**config.mk**
```make
export PLATFORM = sky130hd
export DESIGN_NAME = instruction_encoder
export DESIGN_NICKNAME = d
export VERILOG_FILES = /design/src/rtl/mips_isa_pkg.sv /design/src/rtl/instruction_word_pack.sv /design/src/rtl/instruction_encoder.sv
export SDC_FILE = /design/constraint.sdc
export NUM_CORES = 1
export LEC_CHECK = 0
export ABC_AREA = 1
export BUFFER_PORTS_ARGS = -buffer_cell sky130_fd_sc_hd__clkbuf_2
export CORE_MARGIN = 3
export CORE_UTILIZATION = 59
export CTS_CLUSTER_SIZE = 20
export DETAILED_ROUTE_END_ITERATION = 8
export PLACE_DENSITY_LB_ADDON = 0.12
export SLEW_MARGIN = 20
export SYNTH_ARGS = -nofsm -noshare
export SYNTH_HDL_FRONTEND = slang
export SYNTH_HIERARCHICAL = 1
export SYNTH_SLANG_ARGS = --single-unit
```
**constraint.sdc**
```tcl
create_clock -name clk -period 3 [get_ports clk]
set_input_delay 0.15 -clock clk [delete_from_list [all_inputs] [get_ports clk]]
set_output_delay 0.15 -clock clk [all_outputs]
set_load 0.02 [all_outputs]
```
**src/rtl/mips_isa_pkg.sv**
```systemverilog
// MIPS ISA constants shared by the encoder and the decoder side:
// opcodes, functs, FPU fmt codes and the request-kind enumeration.
package mips_isa_pkg;

   localparam logic [5:0] OP_RTYPE = 6'h00;
   localparam logic [5:0] OP_LW    = 6'h23;
   localparam logic [5:0] OP_SW    = 6'h2b;
   localparam logic [5:0] OP_BEQ   = 6'h04;
   localparam logic [5:0] OP_BNE   = 6'h05;
   localparam logic [5:0] OP_ADDI  = 6'h08;
   localparam logic [5:0] OP_XORI  = 6'h0e;
   localparam logic [5:0] OP_JUMP  = 6'h02;
   localparam logic [5:0] OP_JAL   = 6'h03;
   localparam logic [5:0] OP_FR    = 6'h11;
   localparam logic [5:0] OP_LWC1  = 6'h31;
   localparam logic [5:0] OP_SWC1  = 6'h39;

   localparam logic [5:0] FN_ADD  = 6'h20;
   localparam logic [5:0] FN_SUB  = 6'h22;
   localparam logic [5:0] FN_SLT  = 6'h2a;
   localparam logic [5:0] FN_JR   = 6'h08;
   localparam logic [5:0] FN_MULT = 6'h18;
   localparam logic [5:0] FN_MFHI = 6'h10;
   localparam logic [5:0] FN_MFLO = 6'h12;

   localparam logic [4:0] FMT_SINGLE = 5'h10;
   localparam logic [4:0] FMT_DOUBLE = 5'h11;

   localparam logic [5:0] FFN_ADD = 6'h00;
   localparam logic [5:0] FFN_SUB = 6'h01;

   typedef enum logic [4:0] {
      K_ADD   = 5'd0,
      K_SUB   = 5'd1,
      K_SLT   = 5'd2,
      K_JR    = 5'd3,
      K_MULT  = 5'd4,
      K_MFHI  = 5'd5,
      K_MFLO  = 5'd6,
      K_LW    = 5'd7,
      K_SW    = 5'd8,
      K_BEQ   = 5'd9,
      K_BNE   = 5'd10,
      K_ADDI  = 5'd11,
      K_XORI  = 5'd12,
      K_J     = 5'd13,
      K_JAL   = 5'd14,
      K_ADD_S = 5'd15,
      K_SUB_S = 5'd16,
      K_LWC1  = 5'd17,
      K_SWC1  = 5'd18
   } kind_e;

   typedef enum logic [1:0] {
      ST_IDLE  = 2'd0,
      ST_WRITE = 2'd1,
      ST_FULL  = 2'd2
   } enc_state_e;

   function automatic logic [31:0] r_word(
      input logic [4:0] rs,
      input logic [4:0] rt,
      input logic [4:0] rd,
      input logic [5:0] fn
   );
      return {OP_RTYPE, rs, rt, rd, 5'h0, fn};
   endfunction

   function automatic logic [31:0] i_word(
      input logic [5:0]  op,
      input logic [4:0]  rs,
      input logic [4:0]  rt,
      input logic [15:0] imm
   );
      return {op, rs, rt, imm};
   endfunction

endpackage

```
**src/rtl/instruction_word_pack.sv**
```systemverilog
// Combinational kind+fields -> 32-bit MIPS word with a legal flag.
// FPU kinds are encoded only when FPU_ENCODE_EN is defined.
module instruction_word_pack
   import mips_isa_pkg::*;
(
   input  logic [4:0]  kind,
   input  logic [4:0]  rs,
   input  logic [4:0]  rt,
   input  logic [4:0]  rd,
   input  logic [15:0] imm,
   input  logic [25:0] target,
   output logic [31:0] word,
   output logic        legal
);

   // Decode the kind; anything not listed is reported illegal.
   always_comb begin
      word  = 32'h0;
      legal = 1'b1;
      case (kind)
         K_ADD:   word = r_word(rs, rt, rd, FN_ADD);
         K_SUB:   word = r_word(rs, rt, rd, FN_SUB);
         K_SLT:   word = r_word(rs, rt, rd, FN_SLT);
         K_JR:    word = {OP_RTYPE, rs, 15'h0, FN_JR};
         K_MULT:  word = {OP_RTYPE, rs, rt, 10'h0, FN_MULT};
         K_MFHI:  word = {OP_RTYPE, 10'h0, rd, 5'h0, FN_MFHI};
         K_MFLO:  word = {OP_RTYPE, 10'h0, rd, 5'h0, FN_MFLO};
         K_LW:    word = i_word(OP_LW, rs, rt, imm);
         K_SW:    word = i_word(OP_SW, rs, rt, imm);
         K_BEQ:   word = i_word(OP_BEQ, rs, rt, imm);
         K_BNE:   word = i_word(OP_BNE, rs, rt, imm);
         K_ADDI:  word = i_word(OP_ADDI, rs, rt, imm);
         K_XORI:  word = i_word(OP_XORI, rs, rt, imm);
         K_J:     word = {OP_JUMP, target};
         K_JAL:   word = {OP_JAL, target};
`ifdef FPU_ENCODE_EN
         K_ADD_S: word = {OP_FR, FMT_SINGLE, rt, rs, rd, FFN_ADD};
         K_SUB_S: word = {OP_FR, FMT_SINGLE, rt, rs, rd, FFN_SUB};
         K_LWC1:  word = i_word(OP_LWC1, rs, rt, imm);
         K_SWC1:  word = i_word(OP_SWC1, rs, rt, imm);
`endif
         default: legal = 1'b0;
      endcase
   end

endmodule

```
**src/rtl/instruction_encoder.sv**
```systemverilog
// Accepts field-level requests, encodes them and streams registered
// writes into instruction memory. FPU kinds need FPU_ENCODE_EN.
module instruction_encoder
   import mips_isa_pkg::*;
#(
   parameter logic [31:0] BASE_ADDR   = 32'h0,
   parameter int unsigned DEPTH_WORDS = 1024
) (
   input  logic        clk,
   input  logic        reset,
   input  logic        req_valid,
   output logic        req_ready,
   input  logic [4:0]  req_kind,
   input  logic [4:0]  req_rs,
   input  logic [4:0]  req_rt,
   input  logic [4:0]  req_rd,
   input  logic [15:0] req_imm,
   input  logic [25:0] req_target,
   output logic        imem_we,
   output logic [31:0] imem_addr,
   output logic [31:0] imem_wdata,
   output logic        err,
   output logic        full,
   output logic [15:0] words_written
);

   localparam logic [15:0] LAST_IDX = 16'(DEPTH_WORDS - 1);

   enc_state_e  state_q, state_d;
   logic [31:0] addr_q, addr_d;
   logic [31:0] wdata_q, wdata_d;
   logic        we_q, we_d;
   logic        err_q, err_d;
   logic [15:0] count_q, count_d;

   logic [31:0] enc_word;
   logic        enc_legal;

   instruction_word_pack u_pack (
      .kind   (req_kind),
      .rs     (req_rs),
      .rt     (req_rt),
      .rd     (req_rd),
      .imm    (req_imm),
      .target (req_target),
      .word   (enc_word),
      .legal  (enc_legal)
   );

   assign imem_we       = we_q;
   assign imem_addr     = addr_q;
   assign imem_wdata    = wdata_q;
   assign err           = err_q;
   assign words_written = count_q;

   // Next-state, handshake and write-bundle logic.
   // The address holds on the last word so it never passes the top.
   always_comb begin
      state_d   = state_q;
      addr_d    = addr_q;
      wdata_d   = wdata_q;
      we_d      = 1'b0;
      err_d     = 1'b0;
      count_d   = count_q;
      req_ready = 1'b0;
      full      = 1'b0;
      case (state_q)
         ST_IDLE: begin
            req_ready = 1'b1;
            if (req_valid) begin
               if (enc_legal) begin
                  wdata_d = enc_word;
                  we_d    = 1'b1;
                  state_d = ST_WRITE;
               end else begin
                  err_d = 1'b1;
               end
            end
         end
         ST_WRITE: begin
            count_d = count_q + 16'd1;
            if (count_q == LAST_IDX) begin
               state_d = ST_FULL;
            end else begin
               addr_d  = addr_q + 32'd4;
               state_d = ST_IDLE;
            end
         end
         ST_FULL: begin
            full = 1'b1;
         end
         default: begin
            state_d = ST_IDLE;
         end
      endcase
   end

   // State and output registers with synchronous reset.
   always_ff @(posedge clk) begin
      if (reset) begin
         state_q <= ST_IDLE;
         addr_q  <= BASE_ADDR;
         wdata_q <= 32'h0;
         we_q    <= 1'b0;
         err_q   <= 1'b0;
         count_q <= 16'h0;
      end else begin
         state_q <= state_d;
         addr_q  <= addr_d;
         wdata_q <= wdata_d;
         we_q    <= we_d;
         err_q   <= err_d;
         count_q <= count_d;
      end
   end

endmodule
```
==> results of run 1 <==
[Yosys cell counts (2+ instances only)]
| cell | instances | area share [%] |
|---|---|---|
| o21ai_0 | 48 | 4.1 |
| xor2_1 | 3 | 0.45 |
| conb_1 | 2 | 0.13 |
| buf_2 | 22 | 1.9 |
| o21ai_1 | 4 | 0.34 |
| buf_4 | 9 | 1.1 |
| dfxtp_1 | 82 | 28 |
| nor2_1 | 155 | 9.9 |
| xnor2_1 | 3 | 0.45 |
| a21oi_1 | 59 | 5.0 |
| nand4_1 | 10 | 1.1 |
| nand3_1 | 167 | 14 |
| nor2_4 | 5 | 0.96 |
| buf_6 | 6 | 1.1 |
| inv_1 | 95 | 6.1 |
| nor3_1 | 26 | 2.2 |
| nand2_1 | 227 | 14 |
| ha_1 | 2 | 0.43 |
| inv_2 | 12 | 0.77 |
| nand2_2 | 11 | 1.2 |
| o21bai_1 | 9 | 1.1 |
| clkbuf_1 | 17 | 1.1 |
| nand3_2 | 2 | 0.34 |
| nor2_2 | 8 | 0.85 |
| nor3b_1 | 7 | 0.89 |
| nand3b_1 | 2 | 0.26 |
[flip-flops by register name (all words and copies together), names as in the netlist]
name,count
imem_addr,30
state_q,2
imem_we,1
words_written,16
imem_wdata,32
err,1
[per-layer routing]
layer  wire (µm)  vias to the layer above
li1            -                     3467
met1        7060                     2990
met2        7470                      256
met3        1110                       27
met4         293                        0
met5           0                        -
[worst reg2reg max path: stages (launching register included)]
cell and delay, ns:
dfxtp_1 0.43, ha_1 0.19, nand2_1 0.08, inv_1 0.06, nand2_1 0.08, nor2_4 0.10
nand2_2 0.07, nand2_4 0.29, inv_2 0.24, nand2_1 0.12, nand2_1 0.06, nand2_1 0.06
nor2_1 0.04
[power groups by stage]
stage / clock [µW] / sequential [µW] / combinational, µW
2_1_floorplan: 0 / 1210 / 227
3_3_place_gp: 0 / 1170 / 403
3_5_place_dp: 0 / 1170 / 408
4_1_cts: 787 / 1150 / 408
5_1_grt: 826 / 1150 / 456
6_report: 781 / 1150 / 411
[logic make-up (layout without fill, tap and decap cells)]
kind of cell	Yosys count	after routing	share of synthesized area [%]
adders and majority gates	2	2	0.426
DFF	82	82	27.9
AOI/OAI and AO/OA	126	126	11.4
xor gates and xnor gates	6	6	0.894
and+or+nand+nor	623	623	47.1
other	2	3	0.128
buffers and inverters	163	283	12.2
[per-stage QoR]
| step | area [µm²] | power, µW |
|---|---|---|
| 2_1_floorplan | 5880 | 1440 |
| 3_3_place_gp | 6570 | 1570 |
| 3_5_place_dp | 6570 | 1580 |
| 4_1_cts | 6750 | 2340 |
| 5_1_grt | 6750 | 2430 |
| 6_report | 6750 | 2340 |
[final timing paths]
check                         from             end  depth (start not counted)
hold / removal           req_valid             err                          3
setup / recovery  words_written[0]   imem_addr[11]                         12
hold reg to reg     imem_wdata[29]  imem_wdata[29]                          2
setup reg to reg  words_written[0]   imem_addr[11]                         12
[area by class of cell]
cell class | count | share of cell area, %
clock inverter | 7 | 0.853
tap | 129 | 2.39
sequential | 82 | 24.3
timing repair buffer | 159 | 12.3
inverter | 108 | 6.01
multi-input combinational | 760 | 52.3
clock buffer | 9 | 1.84
==> impl_metrics.env, run 1 <==
export IMPL_max_stage_delay_ns=0.43
export IMPL_ys_flop_type="dfxtp_1"
export IMPL_drt_iter0_drc=347
export IMPL_crit_family="simple AND/OR/NAND/NOR gates"
export IMPL_crit_top_cell="nand2_1"
export IMPL_pin_count=149
export IMPL_tightest_slew_ns=0.715
export IMPL_critPathArrivalTime_ns=2.16
export IMPL_fin_util_pct=71.3
export IMPL_path_class="register to register"
export IMPL_gp_congestion=0.882
export IMPL_clkSinkCount=82
export IMPL_ir_drop_mv=0.205
export IMPL_relSlewSlack_pct=52.3
export IMPL_async_reset_ff_share_pct=0
export IMPL_synth_seq_cells=82
export IMPL_grt_busiest_layer="met2"
export IMPL_period_needed_ns=1.93
export IMPL_timing_final_crit_share_pct=64.4
export IMPL_final_common_cell="nand2_1"
export IMPL_grt_pass1_vias=5664
export IMPL_routedWlPerCell_um=12.7
export IMPL_clockBufferDepth=2
export IMPL_grt_pass1_wl_um=26200
export IMPL_track_usage_pct=27.6
export IMPL_p_comb_share_pct=17.6
export IMPL_leakage_uw=0.00319
export IMPL_skew_ns=0.0140
export IMPL_syn_inst=1004
export IMPL_clock_latency_ns=0.36
export IMPL_multiInputGateArea_um2=3530
export IMPL_numPlacedInstances=1238
export IMPL_antenna_found_initial=0
export IMPL_die_h_um=106
export IMPL_num_rows=35
export IMPL_setup_tns_ns=0
export IMPL_overflow=0
export IMPL_cts_tree="done"
export IMPL_portBuffers=146
export IMPL_synth_edf_count=0
export IMPL_syn_area_um2=5880
export IMPL_coreArea_um2=9460
export IMPL_cts_buffers_inserted=9
export IMPL_required_ns=3.23
export IMPL_yosysWarnings=6
export IMPL_antennaDiodeCount=0
export IMPL_rsz0062_at_grt="no"
export IMPL_htreeDepth=3
export IMPL_via_per_inst=5.37
export IMPL_dp_hpwl_um=11300
export IMPL_dieArea_um2=11200
export IMPL_crit_path_end_kind="register"
export IMPL_fin_cells=1254
export IMPL_nNetsFinal=1187
export IMPL_seq_area_frac_synth_pct=27.9
export IMPL_grt_max_degree=67
export IMPL_switchingPower_uw=772
export IMPL_final_cell_mix="nand2_1, nand3_1, nor2_1"
export IMPL_hold_path_class="primary input to register"
export IMPL_dr_total_vias=6740
export IMPL_clk_pin_slew_worst_paths_ns=0.10
export IMPL_seq_area_um2=1640
export IMPL_switching_share_pct=33.0
export IMPL_crit_chain="ha_1 > nand2_1 > inv_1 > nand2_1 > nor2_4 > nand2_2 > nand2_4 > inv_2 > nand2_1 > nand2_1 > nand2_1 > nor2_1"
export IMPL_gr_usage_met1_pct=36.3
export IMPL_powerDensity_nw_per_um2=347
export IMPL_setup_ws_ns=1.07
export IMPL_areaGrowthSynthToFinish_pct=14.7
export IMPL_p_int_uw=1570
export IMPL_synth_cell_types=37
export IMPL_final_setup_viol_count=0
export IMPL_hold_buffers=0
export IMPL_start_util_pct=62.2
export IMPL_p_seq_share_pct=49.0
export IMPL_cp_start_kind="register"
export IMPL_hold_ws_ns=0.0297
export IMPL_fmax_ghz=0.517
export IMPL_hold_viol=0
export IMPL_slew_violations=0
export IMPL_first_pass_iters=7
export IMPL_crit_fanout=35
export IMPL_r2r_slack_ns=1.07
export IMPL_drt_wl_total_um=15900
export IMPL_globalRouteMet3Util_pct=3.86
export IMPL_post_cts_buffers=0
export IMPL_die_x_um=106
export IMPL_cts_resized=0
export IMPL_status="complete, no violations"
export IMPL_syn_area_per_cell_um2=5.86
export IMPL_drc=0
export IMPL_dp_slack_ns=0.886
export IMPL_drive_above_1_share_pct=19.3
export IMPL_use_met2_pct=46.9
export IMPL_antenna_left=0
export IMPL_nFillCells=919
export IMPL_cp_slowest_cell="dfxtp_1"
export IMPL_path_buf_inv=2
export IMPL_root_buffer="clkbuf_8"
export IMPL_clockPowerShare_pct=33.4
export IMPL_cap_violations=0
(Power assumes the default switching activity.)
==> run 2, diff against run 1 <==
- ABC_AREA: 1 -> 0
- CORE_UTILIZATION: 59 -> 50
- clock period: 3 -> 1.9 ns (I/O delays scaled with it)
==> impl_metrics.env, run 2 <==
export IMPL_status="complete, no violations"
export IMPL_clkSinkCount=82
export IMPL_htreeDepth=3
export IMPL_final_setup_viol_count=0
export IMPL_async_reset_ff_share_pct=0
export IMPL_slew_violations=0
export IMPL_routedWlPerCell_um=13.9
export IMPL_final_common_cell="clkbuf_2"
export IMPL_antenna_left=0
export IMPL_final_cell_mix="clkbuf_2, nand2_1, dfxtp_1"
export IMPL_r2r_end="imem_addr[3]"
export IMPL_crit_family="simple AND/OR/NAND/NOR gates"
export IMPL_grt_pass1_vias=3905
export IMPL_cts_buffers_inserted=9
export IMPL_syn_area_um2=4100
export IMPL_cts_tree="done"
export IMPL_crit_fanout=5
export IMPL_portBuffers=146
export IMPL_rsz0062_at_grt="yes"
export IMPL_synth_compound_area_share_pct=15.9
export IMPL_drt_wl_total_um=11000
export IMPL_ys_flop_type="dfxtp_1"
export IMPL_cap_violations=0
export IMPL_hold_ws_ns=0.0557
export IMPL_synth_top_cells_by_area="dfxtp_1, nand2_1, a21oi_1"
export IMPL_antennaDiodeCount=0
export IMPL_min_to="imem_wdata[12]"
export IMPL_synth_edf_count=0
export IMPL_num_rows=32
export IMPL_fmax_ghz=0.534
export IMPL_hold_path_class="primary input to register"
export IMPL_p_total_uw=3410
export IMPL_max_stage_delay_ns=0.55
export IMPL_overflow=0
export IMPL_synth_commonest_cells="nand2_1, dfxtp_1, a21oi_1"
export IMPL_cp_slowest_cell="or4bb_4"
export IMPL_die_h_um=96.6
export IMPL_yosysMostFrequentCell="nand2_1"
export IMPL_timing_final_crit_share_pct=98.6
export IMPL_synth_top_family_by_area="simple AND/OR/NAND/NOR gates"
export IMPL_r2r_start="words_written[15]"
export IMPL_yosysTopAreaCellShare_pct=40.0
export IMPL_gp_congestion=0.855
export IMPL_hp_start="req_imm[12]"
export IMPL_track_usage_pct=23.3
export IMPL_start_util_pct=52.3
export IMPL_numPlacedInstances=773
export IMPL_hold_viol=0
export IMPL_crit_path_end_kind="register"
export IMPL_period_needed_ns=1.87
export IMPL_synthSimpleGateAreaFrac_pct=29.7
export IMPL_path_buf_inv=2
export IMPL_skew_ns=0.0103
export IMPL_synth_cell_types=54
export IMPL_required_ns=2.13
export IMPL_r2r_worst_path_cells=7
export IMPL_critPathArrivalTime_ns=2.11
export IMPL_dp_hpwl_um=8150
export IMPL_clock_latency_ns=0.34
export IMPL_synthAdderAreaFrac_pct=0.610
export IMPL_via_per_inst=5.33
export IMPL_syn_inst=514
export IMPL_areaGrowthSynthToFinish_pct=35.0
export IMPL_synth_xor_area_share_pct=7.69
export IMPL_syn_area_per_cell_um2=7.98
export IMPL_grt_pass1_wl_um=17300
export IMPL_antenna_found_initial=0
export IMPL_r2r_slack_ns=0.03
export IMPL_pin_count=149
export IMPL_root_buffer="clkbuf_8"
export IMPL_powerDensity_nw_per_um2=616
export IMPL_path_class="register to register"
export IMPL_synth_area_mux_share_pct=0.610
export IMPL_nFillCells=648
export IMPL_fin_cells=793
export IMPL_coreArea_um2=7850
export IMPL_yosysTopAreaCell="dfxtp_1"
export IMPL_synth_seq_cells=82
export IMPL_grt_max_degree=29
export IMPL_first_pass_iters=5
export IMPL_leakage_uw=0.00235
export IMPL_clockBufferDepth=2
export IMPL_dr_total_vias=4224
export IMPL_nNetsFinal=753
export IMPL_fin_util_pct=70.6
export IMPL_seq_area_frac_synth_pct=40.0
export IMPL_clk_pin_slew_worst_paths_ns=0.09
export IMPL_drive_above_1_share_pct=37.3
export IMPL_ir_drop_mv=0.428
export IMPL_cp_start_kind="register"
export IMPL_dieArea_um2=9330
export IMPL_die_x_um=96.6
export IMPL_drt_iter0_drc=130
export IMPL_drc=0
export IMPL_largest_reg_flops=32
export IMPL_crit_chain="or4bb_4 > nor4_4 > buf_6 > buf_6 > nand2b_4 > mux2i_1 > nor2_1"
export IMPL_yosysWarnings=6
export IMPL_crit_top_cell="buf_6"
export IMPL_hold_depth=5
## run 2: cell count changes after synthesis, sizes merged, moves of 16 or more
| cell | change |
|---|---|
| o21ai | -38 |
| xnor2 | +26 |
| a22o | +16 |
| nand3 | -155 |
| inv | -102 |
| nand2 | -137 |
| buf | -18 |
| nor2 | -123 |
## run 2: timing repair
| item | CTS | global route |
|---|---|---|
| buffers inserted | 1 | 1 |
| endpoints found under the setup margin | 6 | 28 |
| pin swaps | 1 | 8 |
| cloned | 0 | 1 |
| hold buffers | 1 | 0 |
| gates resized for setup | 2 | 16 |
| hold endpoints to repair | 1 | 0 |
## run 2: cell families (layout without fill, tap and decap cells)
kind of cell               after synthesis  count (layout)
adders and majority gates                2               2
other                                    2               3
xor gates and xnor gates                36              36
and+or+nand+nor                        244             244
muxes                                    2               2
DFF                                     82              82
buffers and inverters                   43             219
AOI/OAI and AO/OA                      103             103
## run 2: report_power, final
| part | switching [µW] | internal (µW) | total [µW] |
|---|---|---|---|
| clock network | 630 | 640 | 1270 |
| logic | 228 | 166 | 394 |
| registers | 11.6 | 1740 | 1750 |
## run 2: how the worst max path moves through the flow
stage,from,end,slack (ns),depth (start not counted)
3_3_place_gp,imem_addr[19],imem_addr[27],0.02,5
6_report,words_written[15],imem_addr[3],0.03,7
2_1_floorplan,words_written[9],imem_addr[4],-0.1,6
4_1_cts,words_written[10],imem_addr[22],0.007,6
5_1_grt,words_written[15],imem_addr[3],-0.02,7
3_5_place_dp,words_written[9],imem_addr[3],-0.04,6
## run 2: final cells by class
type	count	area [µm²]	area share, %
multi-input cells	390	2320	41.9
flip-flops and latches	82	1680	30.3
repair buffers	198	1200	21.7
clock buffers	11	141	2.55
well taps	102	128	2.30
clock inverters	5	53.8	0.971
inverters	5	18.8	0.339
## run 2: metrics by stage
stage | TNS [ns] | instance area (µm²) | setup slack [ns]
after floorplan | -1.19 | 4160 | -0.0983
after global placement | 0 | 5210 | 0.0218
after detailed placement | -0.0450 | 5210 | -0.0370
after CTS | 0 | 5440 | 0.00732
after global routing | -0.106 | 5540 | -0.0240
final | 0 | 5540 | 0.0259
## run 2: metal layers
metal | global-route usage [%] | wire [µm] | vias to the layer above
li1 | - | - | 2118
met1 | 28.6 | 4680 | 1955
met2 | 39.1 | 5400 | 127
met3 | 4.88 | 691 | 24
met4 | 10.5 | 257 | 0
met5 | 0 | 0 | -
## run 2: worst min-delay path: stages
cell	delay [ns]
clkbuf_2	0.08
nand2_1	0.04
nand2_1	0.04
nand2_1	0.05
a21oi_1	0.05
